### src/rtl/mem_arbiter_pkg.sv
// Shared definitions for the fetch / load-store memory arbiter.
// Holds width and starvation-guard defaults plus the arbiter state encoding.
package mem_arbiter_pkg;

  localparam int unsigned ADDR_W_DEF     = 32;
  localparam int unsigned DATA_W_DEF     = 32;
  localparam int unsigned STARVE_MAX_DEF = 4;

  typedef enum logic [1:0] {
    IDLE   = 2'd0,
    GNT_IF = 2'd1,
    GNT_D  = 2'd2,
    RESP   = 2'd3
  } arb_state_e;

endpackage

### src/rtl/mem_arb_age_cnt.sv
// Saturating age counter: counts data grants made while fetch is waiting and
// flags when fetch must win the next arbitration.
module mem_arb_age_cnt
  import mem_arbiter_pkg::*;
#(
  parameter int unsigned STARVE_MAX = STARVE_MAX_DEF
) (
  input  logic clk_i,
  input  logic rst_i,
  input  logic inc,
  input  logic clr,
  output logic at_max
);

  localparam int unsigned CNT_W = $clog2(STARVE_MAX + 1);

  logic [CNT_W-1:0] cnt;

  assign at_max = (cnt >= CNT_W'(STARVE_MAX));

  always_ff @(posedge clk_i or negedge rst_i) begin
    if (!rst_i) begin
      cnt <= '0;
    end else if (clr) begin
      cnt <= '0;
    end else if (inc && !at_max) begin
      cnt <= cnt + CNT_W'(1);
    end
  end

endmodule

### src/rtl/mem_arbiter.sv
// Arbitrates one multi-cycle memory between instruction fetch and load/store.
// Optional fetch starvation guard compiled in with `define MEM_ARB_STARVE_GUARD_EN.
module mem_arbiter
  import mem_arbiter_pkg::*;
#(
  parameter int unsigned ADDR_W     = ADDR_W_DEF,
  parameter int unsigned DATA_W     = DATA_W_DEF,
  parameter int unsigned STARVE_MAX = STARVE_MAX_DEF
) (
  input  logic              clk_i,
  input  logic              rst_i,
  // fetch requester
  input  logic              if_req_i,
  input  logic [ADDR_W-1:0] if_addr_i,
  output logic              if_ack_o,
  output logic [DATA_W-1:0] if_rdata_o,
  // load/store requester
  input  logic              d_req_i,
  input  logic              d_we_i,
  input  logic [ADDR_W-1:0] d_addr_i,
  input  logic [DATA_W-1:0] d_wdata_i,
  output logic              d_ack_o,
  output logic [DATA_W-1:0] d_rdata_o,
  // shared memory
  output logic              mem_req_o,
  output logic              mem_we_o,
  output logic [ADDR_W-1:0] mem_addr_o,
  output logic [DATA_W-1:0] mem_wdata_o,
  input  logic [DATA_W-1:0] mem_rdata_i,
  input  logic              mem_ack_i,
  // pipeline freeze
  output logic              stall_o
);

  if (STARVE_MAX == 0) begin : g_bad_starve_max
    $error("mem_arbiter: STARVE_MAX must be at least 1");
  end

  arb_state_e state;
  logic       force_fetch;
  logic       take_d;
  logic       take_if;

  // Data wins unless the guard says fetch has waited long enough.
  always_comb begin
    take_d  = 1'b0;
    take_if = 1'b0;
    if (if_req_i && force_fetch) begin
      take_if = 1'b1;
    end else if (d_req_i) begin
      take_d = 1'b1;
    end else if (if_req_i) begin
      take_if = 1'b1;
    end
  end

`ifdef MEM_ARB_STARVE_GUARD_EN
  logic age_inc;
  logic age_clr;

  assign age_inc = (state == IDLE) && take_d && if_req_i;
  assign age_clr = (state == IDLE) && (take_if || !if_req_i);

  mem_arb_age_cnt #(
    .STARVE_MAX (STARVE_MAX)
  ) u_age_cnt (
    .clk_i  (clk_i),
    .rst_i  (rst_i),
    .inc    (age_inc),
    .clr    (age_clr),
    .at_max (force_fetch)
  );
`else
  assign force_fetch = 1'b0;
`endif

  assign stall_o = (if_req_i & ~if_ack_o) | (d_req_i & ~d_ack_o);

  always_ff @(posedge clk_i or negedge rst_i) begin
    if (!rst_i) begin
      state       <= IDLE;
      mem_req_o   <= 1'b0;
      mem_we_o    <= 1'b0;
      mem_addr_o  <= '0;
      mem_wdata_o <= '0;
      if_ack_o    <= 1'b0;
      d_ack_o     <= 1'b0;
      if_rdata_o  <= '0;
      d_rdata_o   <= '0;
    end else begin
      if_ack_o <= 1'b0;
      d_ack_o  <= 1'b0;
      case (state)
        IDLE: begin
          if (take_d) begin
            state       <= GNT_D;
            mem_req_o   <= 1'b1;
            mem_we_o    <= d_we_i;
            mem_addr_o  <= d_addr_i;
            mem_wdata_o <= d_wdata_i;
          end else if (take_if) begin
            state       <= GNT_IF;
            mem_req_o   <= 1'b1;
            mem_we_o    <= 1'b0;
            mem_addr_o  <= if_addr_i;
            mem_wdata_o <= '0;
          end
        end
        GNT_IF, GNT_D: begin
          // Ack is registered here so it lands in RESP, one cycle after mem_ack_i.
          if (mem_ack_i) begin
            state     <= RESP;
            mem_req_o <= 1'b0;
            if (state == GNT_D) begin
              d_ack_o <= 1'b1;
              if (!mem_we_o) d_rdata_o <= mem_rdata_i;
            end else begin
              if_ack_o   <= 1'b1;
              if_rdata_o <= mem_rdata_i;
            end
          end
        end
        RESP: begin
          state <= IDLE;
        end
        default: begin
          state     <= IDLE;
          mem_req_o <= 1'b0;
        end
      endcase
    end
  end

endmodule

### config.mk
export PLATFORM = sky130hd
export DESIGN_NAME = mem_arbiter
export DESIGN_NICKNAME = d
export VERILOG_FILES = /design/src/rtl/mem_arbiter_pkg.sv /design/src/rtl/mem_arb_age_cnt.sv /design/src/rtl/mem_arbiter.sv
export SDC_FILE = /design/constraint.sdc
export NUM_CORES = 1
export LEC_CHECK = 0
export CAP_MARGIN = 10
export CORE_MARGIN = 4
export CORE_UTILIZATION = 35
export CTS_CLUSTER_SIZE = 25
export DETAILED_ROUTE_END_ITERATION = 8
export PLACE_DENSITY = 0.71
export SYNTH_ARGS = -nofsm -noshare
export SYNTH_HDL_FRONTEND = slang
export SYNTH_HIERARCHICAL = 1
export SYNTH_SLANG_ARGS = --single-unit
### constraint.sdc
create_clock -name clk_i -period 2.14 [get_ports clk_i]
set_clock_uncertainty 0.05 [all_clocks]
set_input_delay 0.642 -clock clk_i [delete_from_list [all_inputs] [get_ports clk_i]]
set_output_delay 0.642 -clock clk_i [all_outputs]
set_load 0.02 [all_outputs]
Word level (Yosys, flattened, before mapping)
Cells that the tools add are included.
- bits in registers: 134
- bits in latches: 0
- memory bits (writable): 0
- bits in read-only memories: 0
- bits of input ports: 134
- output and inout port bits: 133
- word-level logic and storage cells: 53
- memories: 0
- $add $sub $neg: 0
- $mul: 0
- divide/modulo/power cells: 0
- order comparisons: 0
- eq/ne operators: 5
- shifts and indexed selects: 0
- muxes and demuxes: 23
- bitwise logic cells: 7
- reductions and logical operators: 9
- operators with widths (cell ; number):
    32-bit two-way mux ; 4
    1-bit two-way mux ; 14
    2-bit two-way mux ; 3
    2-bit case mux with 3 select lines ; 1
    3-bit AND reduction ; 2
    2-bit == test, second input constant ; 2
    1-bit inverter ; 4
    2-bit AND reduction ; 2
    4-bit AND reduction ; 1
    2-bit nonzero test ; 2
    3-bit != test, second input constant ; 1
    1-bit bitwise AND ; 2
    2-bit by 1-bit == test with 1-bit output, second input constant ; 1
    2-bit zero test ; 1
    2-bit != test, second input constant ; 1
    1-bit case mux with 2 select lines ; 1
    2-bit OR reduction ; 1
    1-bit bitwise OR ; 1

Logic depth before layout (Yosys ltp)
Gate-level depths: netlist (run 1).
- word-level depth: 5
- gate-level depth with buffers: 7
- depth with buffers taken out: 5

Worst setup path before layout (run 1)
OpenSTA, ideal clock, no wires.
- kind: input-to-output
- start point: in d_req_i
- end point: out stall_o
- data arrival time: 1.169 ns
- data required time: 1.448 ns
- path slack: 0.279 ns
- stages on the path: 3
- path buffers: 1
- cell sequence: buf_4 -> inv_1 -> o22ai_1
- cells in the longest elaborated chain, start to end: 2
- RTL lines (what ; RTL line ; text):
    start, declared ; mem_arbiter.sv:18 ; input logic d_req_i,
    1-bit bitwise AND ; mem_arbiter.sv:77 ; assign stall_o = (if_req_i & ~if_ack_o) | (d_req_i & ~d_ack_o);
    1-bit bitwise OR ; mem_arbiter.sv:77 ;
    end, declared ; mem_arbiter.sv:32 ; output logic stall_o
No other way between the ends.

Final worst setup path (run 1)
- start point: reg mem_addr_o[21]
- end point: out mem_addr_o[21]
- RTL lines (what ; RTL line ; text):
    start, declared ; mem_arbiter.sv:27 ; output logic [ADDR_W-1:0] mem_addr_o,
    start signal, assigned ; mem_arbiter.sv:99 ; mem_addr_o <= d_addr_i;
    start signal, assigned ; mem_arbiter.sv:105 ; mem_addr_o <= if_addr_i;
No word-level cell between the ends.

==> key figures, run 1 <==
Synthesis
  • Syn Std Cell Area: 5450 um2
  • Synth cell types: 24
  • Synth top area cells: dfrtp_1, mux2_4, mux2_2
  • Fraction of registers with async set/reset: 1.00
  • Yosys warnings: 6
  • Seq/Total Area, Yosys: 0.616
  • Syn_nets: 517
  • EDFF count, synth: 0
  • Number of synthesized register bits: 134
  • Post-synth top area cell: dfrtp_1
  • Area share of the largest cell type after synthesis: 0.616
  • Synthesized instance count: 380
  • Syn Area/Cell: 14.3 um2
  • Primary FF master, synth: dfrtp_1

STA
  • Post-route setup slack: 0.0455 ns
  • Final setup violation count: 0
  • Period Utilization, post-route: 0.979
  • Hold Vio Cnt, Final: 0
  • Actual slew at the worst max-slew pin: 0.594 ns
  • Relative slew slack: 0.604
  • Minimum clock period: 2.09 ns
  • Max Fclk: 0.477 GHz
  • TNS Setup: 0 ns
  • Unrepaired setup endpoints after global routing: no
  • Max-slew violation count: 0

Global route
  • Aggregate global-route resource usage: 0.167
  • Vias in the first global route: 4382
  • Remaining Overflow, GRT: 0
  • First-pass GRT wire length: 23200 um
  • Largest net degree at the start of global routing: 65
  • Antenna violations before repair: 0

Layout
  • Final instance area: 8940 um2
  • Nets: 787
  • Syn-to-layout area delta: 64.2%
  • Commonest cells after routing, fill and taps aside: clkdlybuf4s50_1, dfrtp_1, mux2_2
  • Most common cell after layout, fill and taps aside: clkdlybuf4s50_1
  • Diode count: 0
  • Share of cells above drive strength 1: 0.170
  • Post-Layout Cell Count: 851

CTS
  • Worst-path clk slew: 0.06 ns
  • H-tree levels: 4
  • Sink Count: 134
  • Hold-fix buffers, CTS: 0
  • Clock buffer depth: 2
  • # Post-CTS Setup Buffers: 0
  • CTS Buf Count: 17
  • Worst-Skew Late Latency: 0.41 ns
  • Root Driver: clkbuf_16
  • CTS tree: built

Critical path
  • Crit path buf inv count: 1
  • CP top delay family: buffers and inverters
  • Crit-path cells: clkdlybuf4s50_1
  • Slowest cell on crit path: clkdlybuf4s50_1
  • Reg2reg path depth: 6
  • WS Path Type: reg -> out
  • Crit-path max FO: 2
  • Crit end category: primary output
  • Critical Path RT: 1.45 ns
  • Critical Path Start Type: register
  • Total stage count of the critical path: 1
  • CP arrival: 1.40 ns
  • Critical Path Max Stage Delay: 0.64 ns

Flow run
  • # Max-Cap Violations: 0

Route
  • Vias after detailed routing: 4046
  • Drt first pass iters: 4
  • Wire per inst: 17.0 um
  • Vias per cell: 4.75
  • Drt total wl: 14500 um
  • Final ANT Viol Nets: 0
  • Drt drc: 0
  • Initial DRC count: 122

Place
  • Post-DP HPWL: 10800 um
  • IO Port Bufs: 266
  • Cell total after placement: 819
  • Dpl ws: -0.591 ns
  • Gp weighted congestion: 0.791
  • Dpl cell area: 8310 um2

Power
  • Leakage: 4.08 nW
  • Max rail drop VDD: 710 uV
  • Pwr dens: 1610 nW/um2

Floorplan
  • Die height: 133 um
  • I/O pin count: 267
  • Core Footprint: 15200 um2
  • Starting Density: 0.358
  • Die area: 17600 um2
  • Row cnt: 45
  • Die Width: 133 um

Hold path
  • HP Class: in -> async

Run status
  • Run status: finished, final reports clean
==> final timing paths <==
check | from | end | slack, ns
max | mem_addr_o[21]$_DFFE_PN0P_ | mem_addr_o[21] | 0.05
min | rst_i | mem_addr_o[10]$_DFFE_PN0P_ | 0.05
max reg2reg | state[1]$_DFFE_PN0P_ | if_rdata_o[15]$_DFFE_PN0P_ | 0.29
min reg2reg | mem_addr_o[8]$_DFFE_PN0P_ | mem_addr_o[8]$_DFFE_PN0P_ | 0.43
max in group asynchronous | rst_i | if_rdata_o[15]$_DFFE_PN0P_ | 1.36
min in group clk_i | mem_addr_o[8]$_DFFE_PN0P_ | mem_addr_o[8]$_DFFE_PN0P_ | 0.43
==> power by group <==
| part | switching, mW | leakage, nW | internal, mW |
|---|---|---|---|
| logic | 3.28 | 2.15 | 3.70 |
| registers | 0.669 | 1.64 | 3.77 |
| clock network | 1.06 | 0.295 | 1.93 |
| total | 5.01 | 4.08 | 9.40 |
==> synth_stat cells (2+ instances only) <==
library cell and n:
mux2_2 36, buf_2 11, mux2_4 29, mux2i_1 32
buf_6 4, o21ai_0 35, a22o_1 33, ha_1 3
nand2_1 35, dfrtp_1 134, buf_12 3, clkbuf_1 6
inv_1 7, and2_1 2
==> timing repair <==
item                                    in CTS  in global routing
endpoints found under the setup margin       4                  7
hold endpoints to repair                     0                  0
resized for setup                           10                  7
pin swaps                                    1                  0
==> per-layer routing <==
layer / wire (um) / global-route usage
met3: 1300 / 0.0719
met5: 0 / 0
met1: 5930 / 0.202
met4: 291 / 0.0595
met2: 6970 / 0.269
==> registers in the layout, indices dropped and copies added (netlist names) <==
signal / cells
d_rdata_o: 32
mem_we_o: 1
state: 2
if_rdata_o: 32
d_ack_o: 1
mem_addr_o: 32
if_ack_o: 1
mem_req_o: 1
mem_wdata_o: 32
==> through the flow <==
step | utilization | hold slack [ns] | power (mW)
detailed placement | 0.547 | 0.420 | 11.6
global route | 0.588 | 0.0594 | 15.2
finish | 0.588 | 0.0548 | 14.4
global placement | 0.547 | 0.414 | 11.4
floorplan | - | 0.296 | 8.26
CTS | 0.587 | 0.0480 | 14.6
==> layout make-up <==
type | count | area (um2)
Fill cell | 1236 | 6260
Sequential cell | 134 | 3350
Timing Repair Buffer | 277 | 2830
Multi-Input combinational cell | 213 | 1880
Clock buffer | 21 | 470
Tap cell | 188 | 235
Clock inverter | 11 | 149
Inverter | 7 | 26.3
==> kinds of logic (layout without fill, tap and decap cells) <==
kind of cell | count (synthesis) | after routing | synth area share
muxes | 98 | 98 | 0.215
adders and majority gates | 3 | 3 | 0.00689
buffers and inverters | 33 | 316 | 0.0407
and+or+nand+nor | 40 | 40 | 0.0301
DFF | 134 | 134 | 0.616
AOI/OAI and AO/OA | 72 | 72 | 0.0912
No activity file was read; power rests on OpenSTA's default activity.
==> run 2: changes to the inputs <==
CORE_MARGIN = not set   (was 4)
==> key figures, run 2 (synthesis results as in run 1) <==
STA
  • Min Hold Slack: 0.0974 ns (+0.0426 ns)
  • Final setup violation count: 0 (unchanged)
  • Hold Vio Cnt, Final: 0 (unchanged)
  • Max-slew violation count: 0 (unchanged)
  • Actual slew at the worst max-slew pin: 0.565 ns (-0.0292 ns)
  • Minimum clock period: 2.09 ns (-0.00180 ns)
  • Unrepaired setup endpoints after global routing: no
  • Max Fclk: 0.478 GHz (about the same)
  • Post-route setup slack: 0.0473 ns (+0.00180 ns)
  • Relative slew slack: 0.623 (+0.0194)
  • TNS Setup: 0 ns (unchanged)
  • Period Utilization, post-route: 0.978 (about the same)

Layout
  • Nets: 785 (-0.25%)
  • Fill count: 1212 (-1.9%)
  • Post-Layout Cell Count: 849 (-0.24%)
  • Share of cells above drive strength 1: 0.171 (+0.000516)
  • Syn-to-layout area delta: 64.0%
  • Diode count: 0 (unchanged)
  • Commonest cells after routing, fill and taps aside: clkdlybuf4s50_1, dfrtp_1, mux2_2
  • Post-layout util: 0.587 (-0.000741)
  • Final instance area: 8930 um2 (-0.13%)
  • Most common cell after layout, fill and taps aside: clkdlybuf4s50_1

Global route
  • Aggregate global-route resource usage: 0.180 (+0.0127)
  • First-pass GRT wire length: 22300 um (-4.1%)
  • Vias in the first global route: 4311 (-1.6%)
  • Largest net degree at the start of global routing: 88 (+35%)
  • Remaining Overflow, GRT: 0 (unchanged)
  • Antenna violations before repair: 0 (unchanged)

Critical path
  • RR Endpoint: if_rdata_o[15]$_DFFE_PN0P_
  • Crit path buf inv count: 1 (unchanged)
  • Critical Path Max Stage Delay: 0.63 ns (about the same)
  • CP top delay family: buffers and inverters
  • Reg2reg path depth: 6 (unchanged)
  • WS Path Type: reg -> out
  • Worst flop-to-flop path startpoint: state[1]$_DFFE_PN0P_
  • Critical Path RT: 1.45 ns (about the same)
  • R2R setup slack: 0.24 ns (-0.05 ns)
  • Crit end category: primary output
  • Worst setup path start: mem_wdata_o[12]$_DFFE_PN0P_
  • Crit-path max FO: 2 (unchanged)
  • Setup crit end: mem_wdata_o[12]
  • Slowest cell on crit path: clkdlybuf4s50_1
  • Total stage count of the critical path: 1 (unchanged)
  • Critical Path Start Type: register
  • Crit-path cells: clkdlybuf4s50_1
  • CP arrival: 1.40 ns (about the same)

Route
  • Drt first pass iters: 4 (unchanged)
  • Drt drc: 0 (unchanged)
  • Initial DRC count: 124 (+1.6%)
  • Vias after detailed routing: 3978 (-1.7%)
  • Vias per cell: 4.69 (-1.4%)
  • Final ANT Viol Nets: 0 (unchanged)
  • Wire per inst: 15.9 um (-6.9%)
  • Drt total wl: 13500 um (-7.1%)

Place
  • Gp weighted congestion: 0.769 (-2.7%)
  • IO Port Bufs: 266 (unchanged)
  • Post-DP HPWL: 9840 um (-9.3%)
  • Dpl ws: -0.695 ns (-0.105 ns)
  • Dpl cell area: 8300 um2 (-0.18%)
  • Cell total after placement: 817 (-0.24%)

CTS
  • # Post-CTS Setup Buffers: 0 (unchanged)
  • Worst-Skew Late Latency: 0.40 ns (about the same)
  • Post-cts resize count: 7 (-3)
  • Hold-fix buffers, CTS: 0 (unchanged)
  • Clock buffer depth: 2 (unchanged)
  • Sink Count: 134 (unchanged)
  • Worst-path clk slew: 0.06 ns (about the same)
  • CTS tree: built
  • Root Driver: clkbuf_16
  • H-tree levels: 4 (unchanged)
  • CTS Buf Count: 17 (unchanged)

Floorplan
  • Core Footprint: 15200 um2 (unchanged)
  • Row cnt: 45 (unchanged)
  • Die height: 127 um (-4.5%)
  • Die area: 16100 um2 (-8.8%)
  • Starting Density: 0.358 (unchanged)
  • I/O pin count: 267 (unchanged)
  • Die Width: 127 um (-4.5%)

Power
  • Max rail drop VDD: 617 uV (-13%)
  • Sequential share of power: 0.308 (about the same)
  • Net Sw Frac: 0.347 (-0.000947)
  • Leakage: 4.06 nW (-0.44%)
  • Clock power share: 0.211 (+0.004)
  • Tot Pwr: 14.4 mW (+0.15%)
  • Internal power: 9.43 mW (+0.30%)
  • Pwr dens: 1620 nW/um2 (+0.28%)
  • Combinational power share: 0.480 (-0.005)
  • Switching power: 5.00 mW (-0.12%)

Hold path
  • HP Class: in -> async

Flow run
  • # Max-Cap Violations: 0 (unchanged)

Run status
  • Run status: finished, final reports clean
==> run 2: cell types whose count changed in the layout (fill, tap and decap cells not counted), sizes merged <==
cell / change
dlygate4sd2: -3
buf: -2
inv: +3
clkbuf: -3
bufinv: +1
dlymetal6s2s: -1
clkdlybuf4s50: +3
==> run 2: worst register-to-register path: stages, from the launching register on <==
cell and delay (ns):
dfrtp_1 0.37, inv_1 0.08, ha_1 0.34, nand2_1 0.08
or2_2 0.30, buf_12 0.19, mux2_4 0.37
==> run 2: final cells by class <==
type,instances,area [um2],share of cell area
sequential,134,3350,0.376
timing repair buffer,275,2810,0.314
multi-input combinational,213,1880,0.211
clock buffer,17,425,0.0476
tap,188,235,0.0263
clock inverter,15,201,0.0226
inverter,7,26.3,0.00294
==> run 2: worst min path at each step <==
| stage | cells after the start | end |
|---|---|---|
| finish | 1 | mem_addr_o[9]$_DFFE_PN0P_ |
| global route | 1 | mem_addr_o[3]$_DFFE_PN0P_ |
| CTS | 1 | mem_addr_o[10]$_DFFE_PN0P_ |
| detailed placement | 2 | mem_addr_o[0]$_DFFE_PN0P_ |
| global placement | 2 | mem_addr_o[31]$_DFFE_PN0P_ |
| floorplan | 0 | d_ack_o$_DFF_PN0_ |
==> run 2: layer usage <==
layer  vias to the layer above  wire (um)  track usage
met1                      1914       5740        0.212
met4                         0        213       0.0714
met2                       169       6470        0.301
met5                         -          0            0
met3                        15       1040       0.0633
li1                       1880          -            -
==> run 2: power groups by stage <==
stage | clock [mW] | sequential (mW) | combinational (mW)
after floorplan | 0 | 5.86 | 2.39
after global placement | 0 | 4.42 | 6.90
after detailed placement | 0 | 4.46 | 7.03
after CTS | 3.13 | 4.46 | 7.03
after global routing | 3.23 | 4.61 | 7.40
final | 3.05 | 4.45 | 6.93
